File: src/rtl/io_pkg.sv
// Shared constants, debounce state encoding and the 7-segment decoder
// for the CSR GPIO responder.
package io_pkg;

  localparam logic [11:0] CSR_IO0 = 12'hF00;
  localparam logic [11:0] CSR_IO2 = 12'hF02;

  localparam int unsigned SEG_W      = 7;
  localparam int unsigned NUM_DIGITS = 8;
  localparam int unsigned DATA_W     = 32;

  localparam logic [SEG_W-1:0] SEG_BLANK = 7'h7F;

  typedef enum logic {
    DEB_IDLE  = 1'b0,
    DEB_COUNT = 1'b1
  } deb_state_e;

  // Active-low gfedcba pattern for one hex nibble
  function automatic logic [SEG_W-1:0] hex7seg(input logic [3:0] nib);
    logic [SEG_W-1:0] seg;
    case (nib)
      4'h0: seg = 7'h40;
      4'h1: seg = 7'h79;
      4'h2: seg = 7'h24;
      4'h3: seg = 7'h30;
      4'h4: seg = 7'h19;
      4'h5: seg = 7'h12;
      4'h6: seg = 7'h02;
      4'h7: seg = 7'h78;
      4'h8: seg = 7'h00;
      4'h9: seg = 7'h10;
      4'hA: seg = 7'h08;
      4'hB: seg = 7'h03;
      4'hC: seg = 7'h46;
      4'hD: seg = 7'h21;
      4'hE: seg = 7'h06;
      default: seg = 7'h0E;
    endcase
    return seg;
  endfunction

endpackage

File: src/rtl/sw_debounce.sv
// Two-flop switch synchronizer followed by a counting debounce FSM; a new
// value is accepted only after it has differed from stable for DEBOUNCE_CYCLES.
module sw_debounce
  import io_pkg::*;
#(
  parameter int unsigned SW_WIDTH        = 18,
  parameter int unsigned DEBOUNCE_CYCLES = 4
) (
  input  logic                clk,
  input  logic                rst_n,
  input  logic [SW_WIDTH-1:0] sw_i,
  output logic [SW_WIDTH-1:0] stable_o,
  output logic                sw_changed_o
);

  localparam int unsigned CNT_W = $clog2(DEBOUNCE_CYCLES) + 1;
  localparam logic [CNT_W-1:0] CNT_LAST = CNT_W'(DEBOUNCE_CYCLES - 1);

  logic [SW_WIDTH-1:0] sync1_q, sync2_q;
  logic [SW_WIDTH-1:0] stable_q, stable_d;
  logic [CNT_W-1:0]    cnt_q, cnt_d;
  logic                changed_q, changed_d;
  deb_state_e          state_q, state_d;
  logic                diff;

  always_ff @(posedge clk) begin
    if (!rst_n) begin
      sync1_q   <= '0;
      sync2_q   <= '0;
      stable_q  <= '0;
      cnt_q     <= '0;
      changed_q <= 1'b0;
      state_q   <= DEB_IDLE;
    end else begin
      sync1_q   <= sw_i;
      sync2_q   <= sync1_q;
      stable_q  <= stable_d;
      cnt_q     <= cnt_d;
      changed_q <= changed_d;
      state_q   <= state_d;
    end
  end

  // The detecting cycle in IDLE counts as the first cycle of difference,
  // so DEBOUNCE_CYCLES=1 accepts on the edge right after sync2 differs.
  always_comb begin
    state_d   = state_q;
    cnt_d     = cnt_q;
    stable_d  = stable_q;
    changed_d = 1'b0;
    diff      = (sync2_q != stable_q);
    case (state_q)
      DEB_IDLE: begin
        cnt_d = '0;
        if (diff) begin
          if (cnt_q == CNT_LAST) begin
            stable_d  = sync2_q;
            changed_d = 1'b1;
          end else begin
            cnt_d   = cnt_q + CNT_W'(1);
            state_d = DEB_COUNT;
          end
        end
      end
      DEB_COUNT: begin
        if (!diff) begin
          cnt_d   = '0;
          state_d = DEB_IDLE;
        end else if (cnt_q == CNT_LAST) begin
          stable_d  = sync2_q;
          changed_d = 1'b1;
          cnt_d     = '0;
          state_d   = DEB_IDLE;
        end else begin
          cnt_d = cnt_q + CNT_W'(1);
        end
      end
      default: begin
        cnt_d   = '0;
        state_d = DEB_IDLE;
      end
    endcase
  end

  assign stable_o     = stable_q;
  assign sw_changed_o = changed_q;

endmodule

File: src/rtl/csr_io_responder.sv
// Peripheral side of the CSR GPIO path: io2 write register driving eight
// 7-segment digits, and debounced switches returned as io0 read data.
module csr_io_responder
  import io_pkg::*;
#(
  parameter int unsigned SW_WIDTH        = 18,
  parameter int unsigned DEBOUNCE_CYCLES = 4
) (
  input  logic                          clk,
  input  logic                          rst_n,
  input  logic                          GPIO_we,
  input  logic [DATA_W-1:0]             gpio_wdata,
  input  logic [SW_WIDTH-1:0]           SW,
  output logic [DATA_W-1:0]             io0_rdata,
  output logic [DATA_W-1:0]             io2_q,
  output logic                          sw_changed,
  output logic [NUM_DIGITS*SEG_W-1:0]   HEX_seg
);

  logic [DATA_W-1:0]           hex_q, hex_d;
  logic [NUM_DIGITS*SEG_W-1:0] seg_q, seg_d;
  logic [SW_WIDTH-1:0]         stable;

  sw_debounce #(
    .SW_WIDTH        (SW_WIDTH),
    .DEBOUNCE_CYCLES (DEBOUNCE_CYCLES)
  ) u_sw_debounce (
    .clk          (clk),
    .rst_n        (rst_n),
    .sw_i         (SW),
    .stable_o     (stable),
    .sw_changed_o (sw_changed)
  );

  always_ff @(posedge clk) begin
    if (!rst_n) begin
      hex_q <= '0;
      seg_q <= {NUM_DIGITS{SEG_BLANK}};
    end else begin
      hex_q <= hex_d;
      seg_q <= seg_d;
    end
  end

  // Write capture plus per-digit decode of the held register
  always_comb begin
    hex_d = GPIO_we ? gpio_wdata : hex_q;
    seg_d = '0;
    for (int i = 0; i < int'(NUM_DIGITS); i++) begin
      seg_d[SEG_W*i +: SEG_W] = hex7seg(hex_q[4*i +: 4]);
    end
  end

  assign io2_q     = hex_q;
  assign HEX_seg   = seg_q;
  assign io0_rdata = DATA_W'(stable);

endmodule

File: config.mk
export PLATFORM = sky130hd
export DESIGN_NAME = csr_io_responder
export DESIGN_NICKNAME = d
export VERILOG_FILES = /design/src/rtl/io_pkg.sv /design/src/rtl/sw_debounce.sv /design/src/rtl/csr_io_responder.sv
export SDC_FILE = /design/constraint.sdc
export NUM_CORES = 1
export LEC_CHECK = 0
export ABC_AREA = 1
export CAP_MARGIN = 0
export CORE_MARGIN = 2
export CORE_UTILIZATION = 51
export DETAILED_ROUTE_END_ITERATION = 10
export MAX_ROUTING_LAYER = met4
export PLACE_DENSITY = 0.83
export SLEW_MARGIN = 10
export SYNTH_ARGS = -nofsm -noshare
export SYNTH_HDL_FRONTEND = slang
export SYNTH_SLANG_ARGS = --single-unit
File: constraint.sdc
create_clock -name clk -period 2.51 [get_ports clk]
set_clock_uncertainty 0.15 [all_clocks]
set_input_delay 0.251 -clock clk [delete_from_list [all_inputs] [get_ports clk]]
set_output_delay 0.251 -clock clk [all_outputs]
set_load 0.005 [all_outputs]
==> run summary <==
Average cell area after synthesis -> 7.90 µm²
Initial drt markers -> 415
Worst slew margin -> 54.3%
Post CTS Setup Buffer Count -> 0
Standard cell core area -> 12,600 µm²
Highest Clock Rate -> 0.504 GHz
Tcrit/Tclk final -> 79.1%
Vertical extent of the die -> 117 µm
Final count of negative-setup-slack endpoints -> 0
Remaining Overflow, GRT -> 0
I/O pin count -> 174
Top-area cell type share of the netlist area -> 44.8%
Yosys reg bits -> 146
Via density -> 4.89
I/O Buffers -> 159
HPWL after detailed placement -> 9.98 mm
Power Total -> 6.55 mW
Main synth FF type -> dfxtp_1
Final Slew Violations -> 0
Data required, critical path -> 2110 ps
Post-synth top cells -> nand2_1, dfxtp_1, inv_1
CTS Buffer Depth -> 2
Total cell area at the placement stage -> 8130 µm²
Portion of total power attributed to the clock network -> 42.2%
Cell with the most instances after synthesis -> nand2_1
Number of global-route vias before repair -> 5,036
Number of fill cells in the layout -> 974
Routed length on met2 -> 7.37 mm
DR WL/cell -> 13.0 µm
Worst-path fanout max -> 12
RSZ-0062 raised after global routing -> false
Clock root buffer master -> clkbuf_16
CP Cell Sequence -> clkdlybuf4s50_1
Clock tree from TritonCTS -> yes
Max-cap check violation count -> 0
LEAKAGE -> 3.90 nW
Clk Latency, worst-skew pair -> 420 ps
Length of routed wiring on met1 -> 6.44 mm
Peak ir drop on the vdd network -> 0.000459 V
Initial antenna violation count -> 1
Count of cell types in the netlist -> 31
Arrival time at the worst endpoint -> 1580 ps
Number of nets in the final layout -> 1,073
Width of the die -> 117 µm
Internal power contribution -> 4.92 mW
Placement row count -> 41
PostCTS Resize Cnt -> 0
Detail Route Antenna Nets -> 0
Via count of the routed design -> 5,653
Cell type with the largest total area after synthesis -> dfxtp_1
Number of hold buffers added after cts -> 0
DRC violations left -> 0
TritonCTS buffer count -> 17
Clock period minus worst slack -> 1980 ps
Total negative slack for setup checks -> 0 ps
FFs w/ async S/R, synth -> 0%
Area of the mapped netlist -> 6530 µm²
Post-synth EDFFs -> 0
CP delay by family, top -> flip-flops
H-tree levels -> 4
Met3 routed WL -> 869 µm
Standard cell with the maximum stage delay on the critical path -> dfxtp_1
Layout cell share with drive strength beyond 1 -> 5.29%
Worst hold-check path type -> input port to flip-flop
Cell count after synthesis -> 826
Die outline area -> 13,700 µm²
Startpoint type of the worst setup path -> flip-flop
Sw Pwr -> 1.63 mW
Biggest area contributors in the synthesized netlist -> dfxtp_1, ha_1, nand2_1, inv_1, a21oi_1
Transition at the pin with the smallest max-transition slack -> 681 ps
Worst reg-to-reg setup slack -> 680 ps
First-pass detailed-route iteration total -> 5
Element type at the critical path end -> output pin
Sequential cell area fraction in the yosys report -> 44.8%
TritonCTS Sinks -> 146
CP Class -> flip-flop to output pin
Final Hold Vio Count -> 0
Wire length of the first global-routing pass -> 23.4 mm
Power per Cell Area -> 745 nW/µm²
Slowest cell delay on critical path -> 580 ps
Combined buffer and inverter count along the critical path -> 1
Largest net degree at the start of global routing -> 125
Layout overhead on the synthesized area -> 34.7%
Seq pwr share -> 40.7%
Highest metal used -> met4
Final wirelength -> 15.0 mm
Post-route design area -> 8790 µm²
Routability Congestion -> 0.904
Fraction of power consumed by combinational cells -> 17.1%
Starting utilization of the core area -> 51.9%
Clock slew at reported path FFs -> 60 ps
Total global routing track utilization -> 22.4%
Result of the run -> finished clean
Switching power as a share of total power -> 24.9%
Number of warnings printed during yosys synthesis -> 0
## cell usage in the layout, fill, tap and decap left out, drive strengths merged, types with 4 or more instances in the layout
cell and instances:
a31oi 4, xnor2 4, bufinv 4, o211ai 16, clkbuf 24, nand3 46
ha 50, conb 14, o21ai 69, nand2 155, clkdlybuf4s50 158, clkinv 12
buf 4, a21oi 82, inv 121, nor2 51, dfxtp 146, o31ai 8
## metrics by stage
stage,hold slack [ps],util (%),cells,worst slack (ps)
after CTS,192,70.0,1155,523
after detailed placement,247,64.7,1123,687
final,165,70.0,1156,526
after global routing,210,70.0,1156,465
after floorplan,199,-,839,956
after global placement,243,64.7,1123,712
## layer usage
layer	track usage, %	up-vias
met5	-	-
met4	10.2	0
met3	6.95	24
met2	34.9	152
met1	26.7	2569
li1	-	2908
## power by group through the flow
| stage | Clock, mW | Combinational (mW) | Sequential (mW) |
|---|---|---|---|
| 6_report | 2.77 | 1.12 | 2.66 |
| 5_1_grt | 2.91 | 1.26 | 2.69 |
| 4_1_cts | 2.82 | 1.13 | 2.66 |
| 3_5_place_dp | 0 | 1.11 | 2.71 |
| 3_3_place_gp | 0 | 1.09 | 2.70 |
| 2_1_floorplan | 0 | 0.626 | 2.69 |
## flip-flops by register name (all words and copies together), names as in the netlist
signal	flops
u_sw_debounce.sync2_q	18
u_sw_debounce.cnt_q	3
u_sw_debounce.sw_changed_o	1
HEX_seg	56
u_sw_debounce.stable_o	18
io2_q	32
u_sw_debounce.sync1_q	18
## kinds of logic after synthesis
family,after synthesis,synth area share (%)
and+or+nand+nor,254,16.8
AOI/OAI and AO/OA,189,16.1
buffers and inverters,180,11.8
DFF,146,44.8
adders and majority gates,50,9.58
xor gates and xnor gates,4,0.537
muxes,2,0.307
other,1,0.0574
## cell type report
cell class                      count  area, µm²  area share, %
Antenna cell                        1       2.50         0.0285
Timing Repair Buffer              162       1620           18.5
Sequential cell                   146       2920           33.2
Tap cell                          172        215           2.45
Inverter                          130        488           5.55
Multi-Input combinational cell    513       2880           32.8
Clock inverter                      8        146           1.66
Clock buffer                       24        512           5.82
## final timing paths
check | start | to | cells past startpoint
worst max register to register | u_sw_debounce.stable_o[5] | u_sw_debounce.stable_o[10] | 9
worst min register to register | u_sw_debounce.sync1_q[16] | u_sw_debounce.sync2_q[16] | 2
worst min-delay path | rst_n | HEX_seg[24] | 3
worst max-delay path | io2_q[18] | io2_q[18] | 1
(Power assumes the default switching activity.)
